`src/rtl/wb_pkg.sv`:
```
// rtl/wb_pkg.sv - shared widths and request/entry types for the writeback arbiter
package wb_pkg;

  localparam int DATA_WIDTH    = 16;
  localparam int ADDRESS_WIDTH = 3;
  localparam int RAM_DEPTH     = 1 << ADDRESS_WIDTH;

  typedef struct packed {
    logic [ADDRESS_WIDTH-1:0] addr;
    logic [DATA_WIDTH-1:0]    data;
  } wb_req_t;

  // valid is cleared when a younger load targets the same register
  typedef struct packed {
    logic    valid;
    wb_req_t req;
  } wb_entry_t;

endpackage

```
`src/rtl/wb_fifo.sv`:
```
// rtl/wb_fifo.sv - circular ALU result buffer with squash-by-address
module wb_fifo
  import wb_pkg::*;
#(
  parameter int DEPTH = 4,
  localparam int PTR_W = $clog2(DEPTH),
  localparam int CNT_W = PTR_W + 1
) (
  input  logic                     clk,
  input  logic                     rst_n,
  input  logic                     push_i,
  input  wb_req_t                  push_req_i,
  input  logic                     pop_i,
  input  logic                     squash_i,
  input  logic [ADDRESS_WIDTH-1:0] squash_addr_i,
  output wb_entry_t                head_o,
  output logic [CNT_W-1:0]         count_o,
  output logic [RAM_DEPTH-1:0]     valid_mask_o
);

  wb_entry_t        entry_q [DEPTH];
  logic [PTR_W-1:0] wr_ptr_q, wr_ptr_d;
  logic [PTR_W-1:0] rd_ptr_q, rd_ptr_d;
  logic [CNT_W-1:0] count_q, count_d;

  // pointers wrap naturally because DEPTH is a power of two
  always_comb begin
    wr_ptr_d = push_i ? wr_ptr_q + 1'b1 : wr_ptr_q;
    rd_ptr_d = pop_i ? rd_ptr_q + 1'b1 : rd_ptr_q;
    count_d  = count_q + CNT_W'(push_i) - CNT_W'(pop_i);
  end

  // squash first, then push/pop; a pushed slot is never occupied, so the new entry is never squashed
  always_ff @(posedge clk or negedge rst_n) begin
    if (!rst_n) begin
      for (int i = 0; i < DEPTH; i++) entry_q[i] <= '0;
      wr_ptr_q <= '0;
      rd_ptr_q <= '0;
      count_q  <= '0;
    end else begin
      for (int i = 0; i < DEPTH; i++) begin
        if (squash_i && entry_q[i].req.addr == squash_addr_i) entry_q[i].valid <= 1'b0;
      end
      if (push_i) entry_q[wr_ptr_q] <= '{valid: 1'b1, req: push_req_i};
      if (pop_i) entry_q[rd_ptr_q].valid <= 1'b0;
      wr_ptr_q <= wr_ptr_d;
      rd_ptr_q <= rd_ptr_d;
      count_q  <= count_d;
    end
  end

  // popped slots are invalidated, so only live queued writes contribute to the mask
  always_comb begin
    valid_mask_o = '0;
    for (int i = 0; i < DEPTH; i++) begin
      if (entry_q[i].valid) valid_mask_o[entry_q[i].req.addr] = 1'b1;
    end
  end

  assign head_o  = entry_q[rd_ptr_q];
  assign count_o = count_q;

endmodule

```
`src/rtl/wb_arbiter.sv`:
```
// rtl/wb_arbiter.sv - load-priority writeback arbiter owning the register file write port (option: WB_BYPASS_EN)
module wb_arbiter
  import wb_pkg::*;
#(
  parameter int FIFO_DEPTH = 4,
  localparam int CNT_W = $clog2(FIFO_DEPTH) + 1
) (
  input  logic                     clk,
  input  logic                     rst_n,
  input  logic                     alu_valid,
  output logic                     alu_ready,
  input  logic [ADDRESS_WIDTH-1:0] alu_addr,
  input  logic [DATA_WIDTH-1:0]    alu_data,
  input  logic                     mem_valid,
  input  logic [ADDRESS_WIDTH-1:0] mem_addr,
  input  logic [DATA_WIDTH-1:0]    mem_data,
  output logic                     write_en,
  output logic [ADDRESS_WIDTH-1:0] write_addr,
  output logic [DATA_WIDTH-1:0]    write_data,
  output logic [RAM_DEPTH-1:0]     pending_mask,
  output logic [CNT_W-1:0]         fifo_count
);

  wb_entry_t                head;
  logic [CNT_W-1:0]         count;
  logic [RAM_DEPTH-1:0]     fifo_mask;
  logic                     fifo_nonempty;
  logic                     bypass;
  logic                     push;
  logic                     pop;
  logic                     write_en_q, write_en_d;
  logic [ADDRESS_WIDTH-1:0] write_addr_q, write_addr_d;
  logic [DATA_WIDTH-1:0]    write_data_q, write_data_d;

  assign fifo_nonempty = (count != '0);
  // ready depends only on registered occupancy; a same-cycle pop gives no credit
  assign alu_ready     = (count != CNT_W'(FIFO_DEPTH));

`ifdef WB_BYPASS_EN
  assign bypass = !fifo_nonempty && !mem_valid && alu_valid;
`else
  assign bypass = 1'b0;
`endif

  // loads own the output whenever present; the FIFO drains (valid or squashed) only in idle load cycles
  assign push = alu_valid && alu_ready && !bypass;
  assign pop  = !mem_valid && fifo_nonempty;

  wb_fifo #(.DEPTH(FIFO_DEPTH)) u_fifo (
    .clk          (clk),
    .rst_n        (rst_n),
    .push_i       (push),
    .push_req_i   ('{addr: alu_addr, data: alu_data}),
    .pop_i        (pop),
    .squash_i     (mem_valid),
    .squash_addr_i(mem_addr),
    .head_o       (head),
    .count_o      (count),
    .valid_mask_o (fifo_mask)
  );

  // select next register file write: load, bypassed ALU, live FIFO head, or nothing
  always_comb begin
    write_en_d   = 1'b0;
    write_addr_d = write_addr_q;
    write_data_d = write_data_q;
    if (mem_valid) begin
      write_en_d   = 1'b1;
      write_addr_d = mem_addr;
      write_data_d = mem_data;
    end else if (bypass) begin
      write_en_d   = 1'b1;
      write_addr_d = alu_addr;
      write_data_d = alu_data;
    end else if (fifo_nonempty && head.valid) begin
      write_en_d   = 1'b1;
      write_addr_d = head.req.addr;
      write_data_d = head.req.data;
    end
  end

  // registered write port
  always_ff @(posedge clk or negedge rst_n) begin
    if (!rst_n) begin
      write_en_q   <= 1'b0;
      write_addr_q <= '0;
      write_data_q <= '0;
    end else begin
      write_en_q   <= write_en_d;
      write_addr_q <= write_addr_d;
      write_data_q <= write_data_d;
    end
  end

  assign write_en     = write_en_q;
  assign write_addr   = write_addr_q;
  assign write_data   = write_data_q;
  assign fifo_count   = count;
  assign pending_mask = fifo_mask | ({{(RAM_DEPTH-1){1'b0}}, write_en_q} << write_addr_q);

endmodule
```
`config.mk`:
```
export PLATFORM = sky130hd
export DESIGN_NAME = wb_arbiter
export DESIGN_NICKNAME = d
export VERILOG_FILES = /design/src/rtl/wb_pkg.sv /design/src/rtl/wb_fifo.sv /design/src/rtl/wb_arbiter.sv
export SDC_FILE = /design/constraint.sdc
export NUM_CORES = 1
export LEC_CHECK = 0
export CORE_MARGIN = 8
export CORE_UTILIZATION = 35
export DETAILED_ROUTE_END_ITERATION = 7
export SLEW_MARGIN = 20
export SYNTH_ARGS = -nofsm -noshare
export SYNTH_HDL_FRONTEND = slang
export SYNTH_HIERARCHICAL = 1
export SYNTH_SLANG_ARGS = --single-unit
```
`constraint.sdc`:
```
create_clock -name clk -period 2.6 [get_ports clk]
set_input_delay 0.78 -clock clk [delete_from_list [all_inputs] [get_ports clk]]
set_output_delay 0.78 -clock clk [all_outputs]
set_load 0.02 [all_outputs]
```
==> results.md <==
- Int Pwr: 0.00617 W
- Area Growth Syn to Fin: 27.2%
- Vias per Instance: 5.26
- Part of the power in the clock network: 16.9%
- Slowest Stage Delay on Critical Path: 0.43 ns
- Routed WL: approximately 13000 um
- Post-synth top area cell: dfrtp_1
- Netlist Area Pre-Place: 5460 um2
- Worst clock skew: about 0.009 ns
- Die ar.: 19800 um2
- Syn avg cell area: around 14 um2
- Layout cell share with drive strength beyond 1: 43.7%
- Setup WS pre-CTS: 0.0567 ns
- Site Rows: 45
- Critical Path, Cell by Cell: nand2b_1 -> or2_2 -> nand4_1 -> a41o_1 -> clkdlybuf4s15_1
- Clk root buf: clkbuf_16
- Slew @ Worst Pin: 0.493 ns
- Final Hold Viols: 0
- Worst path required time: approximately 1.8 ns
- CTS tree: yes
- Hold WC Path Type: in2async
- Sw Ratio: 34.1%
- Die H: ~140 um
- Max-cap violations: 0
- Vias in the first global route: 3948
- Leakage: between 2 and 3 nW
- Nets: 529
- Routed WL per cell: 19.2 um
- Power Total: 0.00936 W
- Initial antenna violation count: 0
- CP max stage cell: dfrtp_1
- Non-Filler Instances: 669
- Cts hold-fix bufs: 0
- PwrDens: 1350 nW/um2
- Worst R2R Start: u_fifo/count_o[2]
- Core area: 15200 um2
- Synth async-reset ratio: 100%
- Sequential share of power: 33.9%
- Port buffer count: 73
- CP delay by family, top: simple AND/OR/NAND/NOR gates
- Fin. max-slew vios: 0
- RSZ-0062 raised after global routing: false
- Combinational power share: about half
- Synth area leaders: dfrtp_1, mux2_2, mux4_2
- Unique cell type count in the Yosys netlist: 42
- Worst setup EP type: output pin
- Register area share after synthesis: 49.1%
- Syn_nets: between 400 and 500
- Grt ovf: 0
- Max Root-Sink Buffers: 2
- Synth Instances: 383
- Routed vias: 3519
- Final Cycle Share: a little under 100%
- Num ports: 74
- DRT Pass-1 Iters: 4
- # setup viols final: 0
- CTS H-tree lvls: 3
- Worst skew pair latency: 0.35 ns
- Peak VDD IR: 0.579 mV
- Final ANT Viol Nets: 0
- First-pass GRT wire length: 20900 um
- Post-Place Cells: 646
- Post-synth top area share: 49.1%
- Clock transition at the registers of the reported paths: 0.07 ns
- Pin count of the biggest net entering global routing: 46
- Diode count: 0
- Flops & latches, synth: approximately 110
- DR iter-0 viols: ~210
- CTS Sinks: roughly 110
- GP Congestion: 0.950
- Max Clk Rate: 390 MHz
- Num CTS Buffers: 9
- Setup TNS: 0 ns
- EDFF count, synth: 0
- Relative slew slack: 67.1%
- Synth warnings: 6
- Initial core utilization: 35.9%
- Period minus WS final: 2.56 ns
- Main synth FF type: dfrtp_1
- Crit-path max FO: 5
- Remaining DRCs: 0
- Die X: 141 um
- Worst Setup Start Kind: flip-flop
- WP buf/inv: 1
- Fillers: 1392
- DPL Wire Length: 9320 um
- Setup ws final: around 0.038 ns
- Total Routing Usage GR: 13.4%
- Setup CP Type: reg2out
- Status: finished, final reports clean
- P_sw: 0.00319 W
- CP Data Arrival Time: 1.78 ns
worst reg2reg max path, delay by kind of cell (launching register included):
kind	cells	cell delay, ns
buf+inv	1	0.04
flops	1	0.42
xor+xnor	1	0.13
fa+ha+maj	3	0.85
simple gates	2	0.58
logic make-up after synthesis:
| logic type | Yosys count | share of synthesized area, % |
|---|---|---|
| multiplexers | 134 | 31.7 |
| flip-flops | 107 | 49.1 |
| AND/OR/NAND/NOR | 44 | 5.04 |
| buffers and inverters | 38 | 3.97 |
| AO/OA/AOI/OAI | 33 | 5.02 |
| XOR/XNOR | 16 | 2.57 |
| adder cells (fa/ha/maj) | 11 | 2.66 |
layout by cell type (no fill, tap or decap), drive strengths merged, types with 6 or more instances in the layout:
cell type / synthesis / routed
buf: 21 / 39
clkdlybuf4s50: 0 / 63
nand2b: 6 / 6
nor2b: 8 / 8
mux4: 20 / 20
clkbuf: 6 / 16
mux2: 110 / 110
dfrtp: 107 / 107
inv: 11 / 12
xnor2: 13 / 13
ha: 10 / 10
nand2: 11 / 11
power groups by stage:
stage	Sequential, W	Clock (W)	Combinational (W)
after global routing	0.00330	0.00169	0.00498
after global placement	0.00315	0	0.00453
after floorplan	0.00318	0	0.00299
after CTS	0.00317	0.00164	0.00470
after detailed placement	0.00320	0	0.00462
final	0.00317	0.00158	0.00461
layer usage:
layer	vias to the layer above	track usage [%]	wire length, um
met2	101	22.9	6370
met1	1815	15.9	5590
li1	1589	-	-
met5	-	0	0
met4	0	4.36	179
met3	14	3.85	668
metrics by stage:
| stage | utilization [%] | hold slack, ns | cell area (um2) |
|---|---|---|---|
| 4_1_cts | 45.8 | 0.403 | 6960 |
| 5_1_grt | 45.7 | 0.421 | 6940 |
| 3_3_place_gp | 43.0 | 0.477 | 6540 |
| 3_5_place_dp | 43.0 | 0.481 | 6540 |
| 2_1_floorplan | - | 0.474 | 5460 |
| 6_report | 45.7 | 0.397 | 6940 |
worst paths after layout:
kind	end	slack (ns)	cells past startpoint
setup / recovery	pending_mask[6]	0.04	5
setup reg to reg	u_fifo/count_o[2]	0.46	7
hold / removal	async pin	0.40	1
hold reg to reg	write_data[2]	0.49	1
min in group clk	write_data[2]	0.49	1
max in group asynchronous	async pin	1.59	2
synthesized netlist by cell type, drive strengths merged (5+ instances only):
master and count:
a21oi 5, clkbuf 6, buf 21, and4 5, ha 10, mux4 20
xnor2 13, inv 11, nor2b 8, dfrtp 107, nand2 11, mux2 110
nand2b 6
cell type report:
class / count / area, um2 / share of cell area, %
Clock inverter: 5 / 108 / 1.55
Timing Repair Buffer: 109 / 1040 / 15.0
Sequential cell: 107 / 2690 / 38.7
Inverter: 11 / 41.3 / 0.595
Tap cell: 188 / 235 / 3.39
Clock buffer: 11 / 243 / 3.50
Multi-Input combinational cell: 238 / 2590 / 37.3
timing repair:
action | CTS | global route
buffers inserted | 7 | 0
pin swaps | 0 | 1
resized for setup | 24 | 12
setup endpoints to repair | 8 | 8
Note: power is estimated with default switching activity, not from simulation.
